### config.mk
export PLATFORM = sky130hd
export DESIGN_NAME = bf16_div
export DESIGN_NICKNAME = d
export VERILOG_FILES = /design/src/rtl/bf16_div.sv
export SDC_FILE = /design/constraint.sdc
export NUM_CORES = 1
export LEC_CHECK = 0
export ABC_CLOCK_PERIOD_IN_PS = 5200
export CORE_MARGIN = 2
export CORE_UTILIZATION = 50
export CTS_BUF_LIST = sky130_fd_sc_hd__clkbuf_8
export DETAILED_ROUTE_END_ITERATION = 6
export PLACE_DENSITY_LB_ADDON = 0.08
export SYNTH_ARGS = -nofsm -noshare
export SYNTH_HDL_FRONTEND = slang
export SYNTH_SLANG_ARGS = --single-unit
### constraint.sdc
create_clock -name clk -period 5.2 [get_ports clk]
set_input_delay 0.52 -clock clk [delete_from_list [all_inputs] [get_ports clk]]
set_output_delay 0.52 -clock clk [all_outputs]
set_load 0.02 [all_outputs]
### src/rtl/bf16_div.sv
// Iterative BFloat16 divider: restoring division, one quotient bit per cycle,
// round-to-nearest-even, with valid/ready handshakes on both sides.
module bf16_div #(
  parameter int E = 8,
  parameter int M = 7,
  parameter int Q = M + 3
) (
  input  logic         clk,
  input  logic         rst,
  input  logic         valid_i,
  output logic         ready_o,
  input  logic         sa_i,
  input  logic [E-1:0] ea_i,
  input  logic [M-1:0] ma_i,
  input  logic         sb_i,
  input  logic [E-1:0] eb_i,
  input  logic [M-1:0] mb_i,
  output logic         valid_o,
  input  logic         ready_i,
  output logic         s_o,
  output logic [E-1:0] e_o,
  output logic [M-1:0] m_o
);

  typedef enum logic [1:0] {IDLE, DIV, ROUND, DONE} state_t;

  localparam logic [3:0] LAST = 4'(Q - 1);

  state_t            state_q;
  logic [3:0]        cnt_q;
  logic [M:0]        div_q;
  logic [M+1:0]      rem_q;
  logic [Q-1:0]      quo_q;
  logic signed [9:0] exp_q;
  logic              sgn_q;
  logic              ready_q, valid_q, s_q;
  logic [E-1:0]      e_q;
  logic [M-1:0]      m_q;

  logic a_zero_s, a_inf_s, a_nan_s, b_zero_s, b_inf_s, b_nan_s;
  logic         spec_s, spec_sgn_s;
  logic [E-1:0] spec_e_s;
  logic [M-1:0] spec_m_s;

  logic         ge_s;
  logic [M+1:0] rem_sel_s, rem_nxt_s;

  logic [M-1:0]      man_s, man_rnd_s;
  logic [M:0]        man_sum_s;
  logic              grd_s, stk_s, inc_s;
  logic signed [9:0] exp_pre_s, exp_rnd_s;
  logic [E-1:0]      res_e_s;
  logic [M-1:0]      res_m_s;

  assign a_zero_s = (ea_i == {E{1'b0}});
  assign b_zero_s = (eb_i == {E{1'b0}});
  assign a_nan_s  = (ea_i == {E{1'b1}}) && (ma_i != {M{1'b0}});
  assign b_nan_s  = (eb_i == {E{1'b1}}) && (mb_i != {M{1'b0}});
  assign a_inf_s  = (ea_i == {E{1'b1}}) && (ma_i == {M{1'b0}});
  assign b_inf_s  = (eb_i == {E{1'b1}}) && (mb_i == {M{1'b0}});

  // Special-operand result, first matching rule wins
  always_comb begin
    spec_s     = 1'b1;
    spec_sgn_s = sa_i ^ sb_i;
    spec_e_s   = {E{1'b0}};
    spec_m_s   = {M{1'b0}};
    if (a_nan_s) begin
      spec_sgn_s = sa_i;
      spec_e_s   = {E{1'b1}};
      spec_m_s   = {M{1'b1}};
    end else if (b_nan_s) begin
      spec_sgn_s = sb_i;
      spec_e_s   = {E{1'b1}};
      spec_m_s   = {M{1'b1}};
    end else if ((a_inf_s && b_inf_s) || (a_zero_s && b_zero_s)) begin
      spec_e_s = {E{1'b1}};
      spec_m_s = {M{1'b1}};
    end else if (a_inf_s || b_zero_s) begin
      spec_e_s = {E{1'b1}};
    end else if (a_zero_s || b_inf_s) begin
      spec_e_s = {E{1'b0}};
    end else begin
      spec_s = 1'b0;
    end
  end

  // One restoring-division step; the partial remainder always stays below 2*B
  always_comb begin
    ge_s = (rem_q >= {1'b0, div_q});
    if (ge_s) begin
      rem_sel_s = rem_q - {1'b0, div_q};
    end else begin
      rem_sel_s = rem_q;
    end
    rem_nxt_s = rem_sel_s << 1;
  end

  // Normalise, round to nearest even, then clamp the exponent range
  always_comb begin
    if (quo_q[Q-1]) begin
      man_s     = quo_q[Q-2:2];
      grd_s     = quo_q[1];
      stk_s     = quo_q[0] | (rem_q != {(M+2){1'b0}});
      exp_pre_s = exp_q + 10'sd1;
    end else begin
      man_s     = quo_q[Q-3:1];
      grd_s     = quo_q[0];
      stk_s     = (rem_q != {(M+2){1'b0}});
      exp_pre_s = exp_q;
    end
    inc_s     = grd_s & (stk_s | man_s[0]);
    man_sum_s = {1'b0, man_s} + {{M{1'b0}}, inc_s};
    if (man_sum_s[M]) begin
      man_rnd_s = {M{1'b0}};
      exp_rnd_s = exp_pre_s + 10'sd1;
    end else begin
      man_rnd_s = man_sum_s[M-1:0];
      exp_rnd_s = exp_pre_s;
    end
    if (exp_rnd_s >= 10'sd255) begin
      res_e_s = {E{1'b1}};
      res_m_s = {M{1'b0}};
    end else if (exp_rnd_s <= 10'sd0) begin
      res_e_s = {E{1'b0}};
      res_m_s = {M{1'b0}};
    end else begin
      res_e_s = exp_rnd_s[E-1:0];
      res_m_s = man_rnd_s;
    end
  end

  // Control FSM with registered handshake and result outputs
  always_ff @(posedge clk) begin
    if (rst) begin
      state_q <= IDLE;
      ready_q <= 1'b1;
      valid_q <= 1'b0;
      s_q     <= 1'b0;
      e_q     <= {E{1'b0}};
      m_q     <= {M{1'b0}};
      cnt_q   <= 4'd0;
      div_q   <= {(M+1){1'b0}};
      rem_q   <= {(M+2){1'b0}};
      quo_q   <= {Q{1'b0}};
      exp_q   <= 10'sd0;
      sgn_q   <= 1'b0;
    end else begin
      case (state_q)
        IDLE: begin
          if (valid_i && ready_q) begin
            ready_q <= 1'b0;
            sgn_q   <= sa_i ^ sb_i;
            if (spec_s) begin
              s_q     <= spec_sgn_s;
              e_q     <= spec_e_s;
              m_q     <= spec_m_s;
              valid_q <= 1'b1;
              state_q <= DONE;
            end else begin
              div_q   <= {1'b1, mb_i};
              rem_q   <= {2'b01, ma_i};
              quo_q   <= {Q{1'b0}};
              cnt_q   <= 4'd0;
              exp_q   <= $signed({2'b00, ea_i}) - $signed({2'b00, eb_i}) + 10'sd126;
              state_q <= DIV;
            end
          end
        end
        DIV: begin
          quo_q <= {quo_q[Q-2:0], ge_s};
          rem_q <= rem_nxt_s;
          cnt_q <= cnt_q + 4'd1;
          if (cnt_q == LAST) begin
            state_q <= ROUND;
          end
        end
        ROUND: begin
          s_q     <= sgn_q;
          e_q     <= res_e_s;
          m_q     <= res_m_s;
          valid_q <= 1'b1;
          state_q <= DONE;
        end
        DONE: begin
          if (ready_i) begin
            valid_q <= 1'b0;
            ready_q <= 1'b1;
            state_q <= IDLE;
          end
        end
        default: begin
          state_q <= IDLE;
          ready_q <= 1'b1;
          valid_q <= 1'b0;
        end
      endcase
    end
  end

  assign ready_o = ready_q;
  assign valid_o = valid_q;
  assign s_o     = s_q;
  assign e_o     = e_q;
  assign m_o     = m_q;

endmodule

==> impl_metrics.yaml <==
clocking:
  cts-resized-gates: 0
  clockBufferDepth: 2
  cts_hold_buf: 0
  clk_pin_slew_ps: 70
  cts.sinks: 62
  post_cts_buffers: 0
  cts_htree_levels: 3
  clkLatencyLatePin_ps: 340
  cts_root_buf: "clkbuf_8"
  cts_tree: "done"
  cts_made_buffers: 9
route:
  met1_length_mm: 5.178
  met3_length_microns: 395
  first_pass_iters: 5
  vias_per_cell: 5.744
  wl_met2_mm: 4.689
  drt_iter0_drc: 288
  wl_mm: 10.38
  drc_errors: 0
  highest_layer: "met4"
  via_count: 4101
  avgRoutedWirePerCell_microns: 14.54
  ant_nets: 0
die:
  io_pins: 54
  core_area_sq_mm: 0.008593
  die_w_microns: 97.56
  start_util: 0.5093
  dieArea_sq_mm: 0.009518
  num_rows: 34
  die_h_microns: 97.56
run_status:
  status: "finished, final reports clean"
synth:
  synthTopCellsByCount: "nor2_1 (68), dfxtp_1 (62), nand2_1 (50)"
  ys_seq_elements: 62
  synth_ff_type: "dfxtp_1"
  yosysUniqueCellTypes: 60
  avgSynthCellArea_sq_um: 7.760
  synth-xor-area-share: 0.05603
  synth_mux_area_frac: 0.04031
  synth_top_family_by_area: "simple AND/OR/NAND/NOR gates"
  synthCells: 564
  yosysWarnings: 0
  synth.area.top_cells: "dfxtp_1 (28%), ha_1 (7.4%), nor2_1 (5.8%)"
  netlist_area_sq_mm: 0.004377
  synth_edf_count: 0
  synth_nets: 628
  yosys.area_share.simple: 0.2436
  yosys.area.top_type: "dfxtp_1"
  synth_top_cell_area_share: 0.2836
  yosysMostFrequentCell: "nor2_1"
  synthAdderAreaFrac: 0.08348
  seq_area_frac_synth: 0.2836
  async_reset_ff_frac: 0
  synth-compound-area-share: 0.2384
placement:
  post-place-ws_ps: 1418
  placed_area_sq_mm: 0.004952
  gp_congestion: 0.8554
  dpl.cell_count: 698
  hpwl_mm: 7.963
  port_buffers: 53
sta:
  layout_setup_ws_ps: 1354
  tightest_slew_ps: 1104
  hold_ws_ps: 456.9
  timing.final.crit_share: 0.7396
  finalClockSkew_ps: 9.892
  layout_min_cycle_time_ps: 3846
  final-setup-viol-count: 0
  max_freq_ghz: 0.2600
  hold_viol: 0
  max_slew_margin: 0.2629
  final.setup.tns_ps: 0
  slew_viol_final: 0
  rsz0062_at_grt: "no"
grt:
  antenna_found_initial: 0
  grt_pass1_vias: 3831
  overflow: 0
  grt_pass1_wl_mm: 17.71
  grt_use_total: 0.2223
  grt_start_max_net_pins: 62
pwr:
  p_leak_nw: 1.828
  p_per_area_mw_per_mm2: 406.1
  totalPowerFinal_mw: 2.102
  ir_worst_vdd_v: 0.0003088
min_path:
  holdPathStages: 2
  hold_end: "div_q[6]$_SDFFE_PP0P_"
  hold_class: "register to register"
  hp-start: "div_q[6]$_SDFFE_PP0P_"
run:
  cap_violations: 0
final_layout:
  layout-drive-gt1-share: 0.07096
  fin_util: 0.6024
  final_cells: 714
  area_growth_pct: 18.27
  design_area_sq_mm: 0.005176
  layout.nets: 665
  regArea_sq_mm: 0.001241
  fill_cells: 838
  multi_input_area_sq_mm: 0.002904
  antennaDiodeCount: 0
worst_setup_path:
  crit_required_ps: 5480
  r2r_end: "m_o[6]$_SDFFE_PP0P_"
  cp-end-kind: "register"
  r2r_slack_ps: 1350
  cp-startpoint: "quo_q[9]$_SDFFE_PP0P_"
  reg2reg_from: "quo_q[9]$_SDFFE_PP0P_"
  crit_type: "register to register"
  arrival_ps: 4130
  r2r_cells: 11
  start_kind: "register"
  worst-path-max-fanout: 31
[logic make-up after synthesis]
family                     after synthesis
xor gates and xnor gates                28
adders and majority gates               28
buffers and inverters                   61
muxes                                   17
AOI/OAI and AO/OA                      153
and+or+nand+nor                        215
DFF                                     62
[worst max path at each step]
stage                                     end  cells after the start  slack, ps
final                     m_o[6]$_SDFFE_PP0P_                     11       1350
after global routing      m_o[6]$_SDFFE_PP0P_                     11       1070
after CTS                 m_o[6]$_SDFFE_PP0P_                     11       1380
after detailed placement  m_o[6]$_SDFFE_PP0P_                     11       1420
after global placement    m_o[2]$_SDFFE_PP0P_                     11       1520
after floorplan           m_o[2]$_SDFFE_PP0P_                     12       2010
[worst max-delay path, cell delays in order (launching register included)]
cell and delay [ps]:
dfxtp_1 1050, xnor2_1 300, inv_1 140, ha_1 160, nand3_1 120, nor4_4 240, nor2_1 130, o41a_1 460
or4_1 470, a2111o_1 410, nand2b_2 120, o221a_2 180
[cells in the final DEF (no fill, tap or decap), types with 4 or more instances in the layout]
cell type        netlist  final
o21ai_0               20     20
or2_2                  8      8
or3_1                  5      5
nor4_1                12     12
clkdlybuf4s50_1        0     52
clkbuf_8               0     10
nor2b_1                9      9
nand2b_1               5      5
nand4_1               11     11
a22oi_1               15     15
nand3_1               12     12
o31ai_1                4      4
mux2i_1               12     12
a21o_1                 7      7
a21oi_1               38     38
dfxtp_1               62     62
a211oi_1              21     21
mux2_2                 5      5
inv_1                 29     30
buf_4                  1      5
nand3b_1               4      4
ha_1                  26     26
nor3b_1                5      5
nor3_1                12     12
a311oi_1               4      4
o31a_1                 4      4
nand2_1               50     50
xor2_1                 8      8
xnor2_1               20     20
o21a_1                 6      6
o22ai_1                7      7
o221a_2                5      5
nor2_1                68     68
[report_power, final]
group	switching (mW)	leakage (nW)	total (mW)	internal, mW
Sequential	0.0942	0.504	0.648	0.553
Clock	0.192	0.106	0.473	0.281
Combinational	0.538	1.22	0.981	0.443
Total	0.824	1.83	2.10	1.28
[layer usage]
layer  track usage  up-vias
met4       0.05128        0
met1        0.3011     1875
met2        0.3629       90
met3       0.04892       10
met5             0        -
li1              -     2126
[sequential cells by signal (all words and copies together) (netlist names)]
name,count
exp_q,10
s_o,1
quo_q,10
sgn_q,1
valid_o,1
m_o,7
e_o,8
cnt_q,4
ready_o,1
state_q,2
rem_q,9
div_q,8
[layout make-up]
| cell class | instances | share of cell area |
|---|---|---|
| multi-input cells | 441 | 0.5610 |
| flip-flops and latches | 62 | 0.2398 |
| repair buffers | 58 | 0.1088 |
| clock buffers | 10 | 0.02659 |
| well taps | 108 | 0.02611 |
| inverters | 29 | 0.02103 |
| clock inverters | 6 | 0.01668 |
(Power assumes the default switching activity.)
